===== src/rtl/uart_tx_sched.sv =====
// Telemetry scheduler in front of the uart u_req/u_ack interface: decimates NCH sources
// on a millisecond tick, sequence-stamps samples and grants them round-robin one at a time.
module uart_tx_sched #(
    parameter int NCH      = 7,
    parameter int WIDTH    = 63,
    parameter int PER_W    = 16,
    parameter int TICK_DIV = 50000,
    parameter int ACK_TO   = 64
) (
    input  logic                     rstn,
    input  logic                     clk_50m,
    input  logic [NCH-1:0]           cfg_en,
    input  logic [NCH*PER_W-1:0]     cfg_period,
    input  logic [NCH-1:0]           src_valid,
    input  logic [NCH*(WIDTH+1)-1:0] src_data,
    output logic [NCH-1:0]           u_req,
    input  logic [NCH-1:0]           u_ack,
    output logic [NCH*(WIDTH+1)-1:0] m_msg,
    output logic [15:0]              drop_cnt,
    output logic [7:0]               tmo_cnt,
    output logic                     busy
);
    localparam int MW = WIDTH + 1;
    localparam int CW = (NCH > 1) ? $clog2(NCH) : 1;
    localparam int SW = CW + 1;
    localparam int TW = (TICK_DIV > 1) ? $clog2(TICK_DIV) : 1;
    localparam int OW = (ACK_TO > 1) ? $clog2(ACK_TO) : 1;
    localparam logic [TW-1:0] TICK_MAX = TW'(TICK_DIV - 1);
    localparam logic [OW-1:0] TO_MAX   = OW'(ACK_TO - 1);
    localparam logic [CW-1:0] LAST_CH  = CW'(NCH - 1);
    localparam logic [SW-1:0] NCH_S    = SW'(NCH);

    typedef enum logic [1:0] {S_IDLE, S_REQ, S_ACKLOW} state_t;
    state_t state, state_nxt;

    logic [TW-1:0]    tick_cnt;
    logic             tick;
    logic [PER_W-1:0] period  [NCH];
    logic [PER_W-1:0] per_cnt [NCH];
    logic [31:0]      hold    [NCH];
    logic [7:0]       seq     [NCH];
    logic [NCH-1:0]   ch_on, expire, capture, pend, gnt_vec, drop_vec;
    logic [CW-1:0]    rr_ptr, cur, gnt_idx;
    logic [SW-1:0]    rr_sum, drop_inc;
    logic [16:0]      drop_sum;
    logic [OW-1:0]    to_cnt;
    logic             gnt_found, do_grant, do_ack, do_tmo;
    logic             unused_src;

    assign unused_src = ^src_data;
    assign tick       = (tick_cnt == TICK_MAX);

    always_ff @(posedge clk_50m or negedge rstn) begin
        if (!rstn)     tick_cnt <= '0;
        else if (tick) tick_cnt <= '0;
        else           tick_cnt <= tick_cnt + 1'b1;
    end

    always_comb begin
        for (int k = 0; k < NCH; k++) begin
            period[k]  = cfg_period[k*PER_W +: PER_W];
            ch_on[k]   = cfg_en[k] && (period[k] != '0);
            expire[k]  = tick && ch_on[k] && (per_cnt[k] == '0);
            capture[k] = expire[k] && src_valid[k];
        end
    end

    // A period change is only seen at reload, so a running countdown always completes.
    always_ff @(posedge clk_50m or negedge rstn) begin
        if (!rstn) begin
            for (int k = 0; k < NCH; k++) per_cnt[k] <= '0;
        end else if (tick) begin
            for (int k = 0; k < NCH; k++) begin
                if (!ch_on[k])              per_cnt[k] <= '0;
                else if (per_cnt[k] == '0)  per_cnt[k] <= period[k] - 1'b1;
                else                        per_cnt[k] <= per_cnt[k] - 1'b1;
            end
        end
    end

    // NOTE: hold is pure payload, only ever read behind pend, so it carries no reset.
    always_ff @(posedge clk_50m) begin
        for (int k = 0; k < NCH; k++)
            if (capture[k]) hold[k] <= src_data[k*MW + MW - 32 +: 32];
    end

    // NOTE: blocking assignments are correct here: rr_sum is scratch reused per iteration,
    // and every comb output gets a default first so no path can infer a latch.
    always_comb begin
        gnt_found = 1'b0;
        gnt_idx   = '0;
        rr_sum    = '0;
        for (int i = NCH - 1; i >= 0; i--) begin
            rr_sum = {1'b0, rr_ptr} + SW'(i);
            if (rr_sum >= NCH_S) rr_sum = rr_sum - NCH_S;
            if (pend[rr_sum[CW-1:0]]) begin
                gnt_found = 1'b1;
                gnt_idx   = rr_sum[CW-1:0];
            end
        end
    end

    always_ff @(posedge clk_50m or negedge rstn) begin
        if (!rstn) state <= S_IDLE;
        else       state <= state_nxt;
    end

    always_comb begin
        state_nxt = state;
        case (state)
            S_IDLE:   if (gnt_found) state_nxt = S_REQ;
            S_REQ:    if (u_ack[cur] || (to_cnt == TO_MAX)) state_nxt = S_ACKLOW;
            S_ACKLOW: if (u_ack == '0) state_nxt = S_IDLE;
            default:  state_nxt = S_IDLE;
        endcase
    end

    always_comb begin
        do_grant = 1'b0;
        do_ack   = 1'b0;
        do_tmo   = 1'b0;
        case (state)
            S_IDLE: do_grant = gnt_found;
            S_REQ: begin
                if (u_ack[cur])             do_ack = 1'b1;
                else if (to_cnt == TO_MAX)  do_tmo = 1'b1;
            end
            default: ;
        endcase
        busy = (state != S_IDLE);
    end

    assign gnt_vec  = do_grant ? (NCH'(1) << gnt_idx) : '0;
    // A capture landing on the channel being granted refills pend and is not a drop.
    assign drop_vec = capture & pend & ~gnt_vec;

    always_comb begin
        drop_inc = '0;
        for (int k = 0; k < NCH; k++) drop_inc = drop_inc + SW'(drop_vec[k]);
        drop_sum = {1'b0, drop_cnt} + 17'(drop_inc);
    end

    always_ff @(posedge clk_50m or negedge rstn) begin
        if (!rstn) begin
            pend     <= '0;
            drop_cnt <= '0;
            tmo_cnt  <= '0;
        end else begin
            for (int k = 0; k < NCH; k++) begin
                if (capture[k])                          pend[k] <= 1'b1;
                else if (gnt_vec[k] || (tick && !ch_on[k])) pend[k] <= 1'b0;
            end
            drop_cnt <= drop_sum[16] ? 16'hFFFF : drop_sum[15:0];
            if (do_tmo && (tmo_cnt != 8'hFF)) tmo_cnt <= tmo_cnt + 8'd1;
        end
    end

    always_ff @(posedge clk_50m or negedge rstn) begin
        if (!rstn) begin
            u_req  <= '0;
            m_msg  <= '0;
            cur    <= '0;
            rr_ptr <= '0;
            to_cnt <= '0;
            for (int k = 0; k < NCH; k++) seq[k] <= '0;
        end else begin
            if (do_grant) begin
                cur    <= gnt_idx;
                u_req  <= gnt_vec;
                to_cnt <= '0;
                m_msg[gnt_idx*MW +: MW] <= {hold[gnt_idx], seq[gnt_idx], {(MW-40){1'b0}}};
            end else if (do_ack || do_tmo) begin
                u_req  <= '0;
                rr_ptr <= (cur == LAST_CH) ? '0 : cur + 1'b1;
            end else if (state == S_REQ) begin
                to_cnt <= to_cnt + 1'b1;
            end
            if (do_ack) seq[cur] <= seq[cur] + 8'd1;
        end
    end
endmodule


===== config.mk =====
export PLATFORM = sky130hd
export DESIGN_NAME = uart_tx_sched
export DESIGN_NICKNAME = d
export VERILOG_FILES = /design/src/rtl/uart_tx_sched.sv
export SDC_FILE = /design/constraint.sdc
export NUM_CORES = 1
export LEC_CHECK = 0
export CAP_MARGIN = 20
export CELL_PAD_IN_SITES_DETAIL_PLACEMENT = 1
export CELL_PAD_IN_SITES_GLOBAL_PLACEMENT = 1
export CORE_AREA = 2 2 417 419
export CTS_CLUSTER_DIAMETER = 200
export DETAILED_ROUTE_END_ITERATION = 10
export DIE_AREA = 0 0 419 421
export PLACE_DENSITY_LB_ADDON = 0.1
export RECOVER_POWER = 25
export SETUP_SLACK_MARGIN = 0.1
export SKIP_CTS_REPAIR_TIMING = 1
export SYNTH_ARGS = -nofsm -noshare
export SYNTH_HDL_FRONTEND = slang
export SYNTH_SLANG_ARGS = --single-unit

===== constraint.sdc =====
create_clock -name clk_50m -period 8.95 [get_ports clk_50m]
set_input_delay 2.2375 -clock clk_50m [delete_from_list [all_inputs] [get_ports clk_50m]]
set_output_delay 2.2375 -clock clk_50m [all_outputs]
set_load 0.005 [all_outputs]

==> flow_metrics.env <==
export IMPL_r2r_slack_ns=0.77
export IMPL_asyncSetResetFlopFracSynth_pct=69.7
export IMPL_yosys_warnings=0
export IMPL_io_buffers=670
export IMPL_fillCellCount=19318
export IMPL_maxSlewViolCount=361
export IMPL_clk_path_buf_depth=3
export IMPL_cts_sinks=740
export IMPL_drt_wl_total_um=169000
export IMPL_r2r_start="rr_ptr[0]"
export IMPL_rows=153
export IMPL_startpoint_type="flop"
export IMPL_cp_max_fo=13
export IMPL_cts_buffers=96
export IMPL_ant_nets=0
export IMPL_syn_inst=3498
export IMPL_p_leak_nw=19.2
export IMPL_seqPwrFrac_pct=21.5
export IMPL_yosys_top_cells_area="dfrtp_1 35%, edfxtp_1 18%, nand2_1 3.8%"
export IMPL_yosysMostFrequentCell="dfrtp_1"
export IMPL_synthTopCellsByCount="516 x dfrtp_1, 381 x nand2_1, 277 x nor2_1"
export IMPL_synth_top_family_by_area="compound AO/OA/AOI/OAI gates"
export IMPL_wl_per_cell_um=25.7
export IMPL_insertion_delay_ns=0.74
export IMPL_synth_mux_area_share_pct=7.09
export IMPL_hp_class="flop to flop"
export IMPL_syn_area_per_cell_um2=10.6
export IMPL_rsz0062_at_grt="false"
export IMPL_cp_slowest_cell="ha_1"
export IMPL_synth_fa_ha_area_share_pct=1.45
export IMPL_synth_edf_count=224
export IMPL_die_y_um=421
export IMPL_gp_congestion=0.808
export IMPL_hold_start="m_msg[99]"
export IMPL_dr_pass1_iters=5
export IMPL_fp_dieW_um=419
export IMPL_ir_drop_uv=596
export IMPL_antenna_found_initial=75
export IMPL_grt_pass1_vias=31668
export IMPL_cts_clk_slew_worst_paths_ns=0.06
export IMPL_synth_area_mm2=0.0372
export IMPL_power_switching_mw=10.9
export IMPL_violations="capacitance limit, slew limit"
export IMPL_cp_end_kind="flop"
export IMPL_combinationalPowerShare_pct=59.8
export IMPL_critical_path_arrival_ns=8.73
export IMPL_r2r_end="drop_cnt[3]"
export IMPL_whs_endpoint="m_msg[99]"
export IMPL_htreeDepth=3
export IMPL_status="complete, but fails checks"
export IMPL_slew_headroom_pct=-181
export IMPL_yosys_cell_types_count=86
export IMPL_slowest_delay_ns=0.67
export IMPL_synth_top_area_cell="dfrtp_1"
export IMPL_grt_max_degree=135
export IMPL_drc_errors=0
export IMPL_finalPower_mw=20.9
export IMPL_critPathRequiredTime_ns=9.50
export IMPL_swShare_pct=51.9
export IMPL_track_usage_pct=18.9
export IMPL_cts_tree="built"
export IMPL_skew_ns=0.0873
export IMPL_power_density_mw_per_mm2=423
export IMPL_cts_root_buf="clkbuf_16"
export IMPL_yosysSeqAreaShare_pct=52.8
export IMPL_detail_route_vias_per_cell=4.67
export IMPL_start_util_pct=21.5
export IMPL_fin_tns_setup_ns=0
export IMPL_place_hpwl_um=121000
export IMPL_drv_cap=5
export IMPL_clkPwrFrac_pct=18.8
export IMPL_tightest_slew_ns=4.21
export IMPL_max_freq_mhz=122
export IMPL_synth_compound_area_share_pct=17.4
export IMPL_path_cells="inv_2 -> ha_1 -> buf_4 -> mux2_2 -> a311o_1 -> a32oi_1 -> and4b_1 -> o311a_1 -> o21a_4 -> ha_1 -> ha_1 -> nand2_1 -> and3_1 -> fa_1 -> inv_1 -> fa_1 -> inv_1 -> fa_1 -> ha_1 -> fa_1 -> a21o_1 -> a21oi_1 -> or3_1 -> o21ai_0"
export IMPL_hold_depth=2
export IMPL_io_pins=1063
export IMPL_period_share_pct=91.4
export IMPL_synthFlopType="dfrtp_1"
export IMPL_synth_top_area_share_pct=34.7
export IMPL_worst_r2r_cell_count=24
export IMPL_first_iter_violations=1656
export IMPL_nets=4787
export IMPL_ys_ff_latch=740
export IMPL_grt_pass1_wl_um=243000
export IMPL_setup_viol=0
export IMPL_core_mm2=0.172
export IMPL_vias=30808
export IMPL_layout_min_cycle_time_ns=8.18
export IMPL_synth_simple_area_share_pct=14.0
export IMPL_synth_xor_area_share_pct=1.19
export IMPL_dieArea_mm2=0.176
export IMPL_layout_drive_gt1_share_pct=11.0
export IMPL_grt_overflow=0
export IMPL_hold_viol=0
export IMPL_syn_to_final_growth_pct=32.9
export IMPL_p_int_mw=10.0
export IMPL_criticalPathCategory="flop to flop"
-- metrics by stage --
stage / area, um2 / utilization (%) / std cells / hold slack [ns] / worst slack [ns]
2_1_floorplan: 37800 / - / 3665 / 0.425 / 1.10
3_3_place_gp: 46200 / 26.8 / 6389 / 0.456 / 0.684
4_1_cts: 49400 / 28.6 / 6569 / 0.475 / 0.625
5_1_grt: 49300 / 28.6 / 6578 / 0.488 / 0.229
3_5_place_dp: 46200 / 26.8 / 6389 / 0.455 / 0.631
6_report: 49400 / 28.6 / 6592 / 0.474 / 0.769
-- state kept, by name (all words and copies together) (netlist names) --
signal and cells:
pend 7, state 2, drop_cnt 16, rr_ptr 3, tick_cnt 16, u_req 7
seq 56, hold 224, to_cnt 6, m_msg 280, tmo_cnt 8, cur 3
per_cnt 112
-- worst max path at each step --
stage               from            to  slack (ns)  depth (start not counted)
2_1_floorplan  rr_ptr[1]  drop_cnt[10]        1.10                         31
3_3_place_gp   rr_ptr[0]   drop_cnt[3]        0.68                         24
3_5_place_dp   rr_ptr[0]   drop_cnt[3]        0.63                         24
4_1_cts        rr_ptr[0]   drop_cnt[3]        0.62                         24
5_1_grt        rr_ptr[0]   drop_cnt[3]        0.23                         24
6_report       rr_ptr[0]   drop_cnt[3]        0.77                         24
-- cells by family after synthesis --
family | Yosys count
simple gates | 1091
compound gates | 932
flops | 740
buf+inv | 411
mux | 234
xor+xnor | 49
fa+ha+maj | 40
other cells | 1
-- metal layers --
layer  global-route usage [%]  up-vias  routed length, um
li1                         -    13965                  -
met1                     24.2    15775              74200
met2                     32.4      769              82700
met3                     2.63      293               6060
met4                     6.36        6               6440
met5                        0        -                 46
-- layout by cell type (no fill, tap or decap), types with 77 or more instances in the layout --
cell and n:
nor2_1 273, o41ai_1 98, dlygate4sd3_1 224, mux2_2 122
o21ai_0 274, clkdlybuf4s50_1 445, clkbuf_16 96, o31ai_1 78
conb_1 168, a21oi_1 115, and2_1 77, edfxtp_1 224
nand2_1 376, dfrtp_1 516, mux2i_1 100
-- area by class of cell --
cell class	instances	area [um2]	area share (%)
Clock buffer	135	2710	5.49
Clock inverter	45	453	0.917
Antenna cell	21	52.6	0.106
Multi-Input combinational cell	2514	16100	32.5
Sequential cell	740	19600	39.8
Tap cell	2325	2910	5.89
Inverter	60	233	0.471
Timing Repair Buffer	752	7320	14.8
-- critical path: cells and delay by family (launching register included) --
family	cells	cell delay (ns)
muxes	1	0.39
buffers and inverters	4	0.56
adders and majority gates	8	3.31
and+or+nand+nor	4	1.41
DFF	1	0.50
AOI/OAI and AO/OA	7	1.86
-- power by group through the flow --
stage	Combinational [mW]	Sequential, mW	Clock, mW
2_1_floorplan	6.69	4.44	0
3_3_place_gp	12.7	4.54	0
3_5_place_dp	12.7	4.55	0
4_1_cts	12.8	4.49	4.08
5_1_grt	13.4	4.57	4.21
6_report	12.5	4.49	3.93
(Power assumes the default switching activity.)
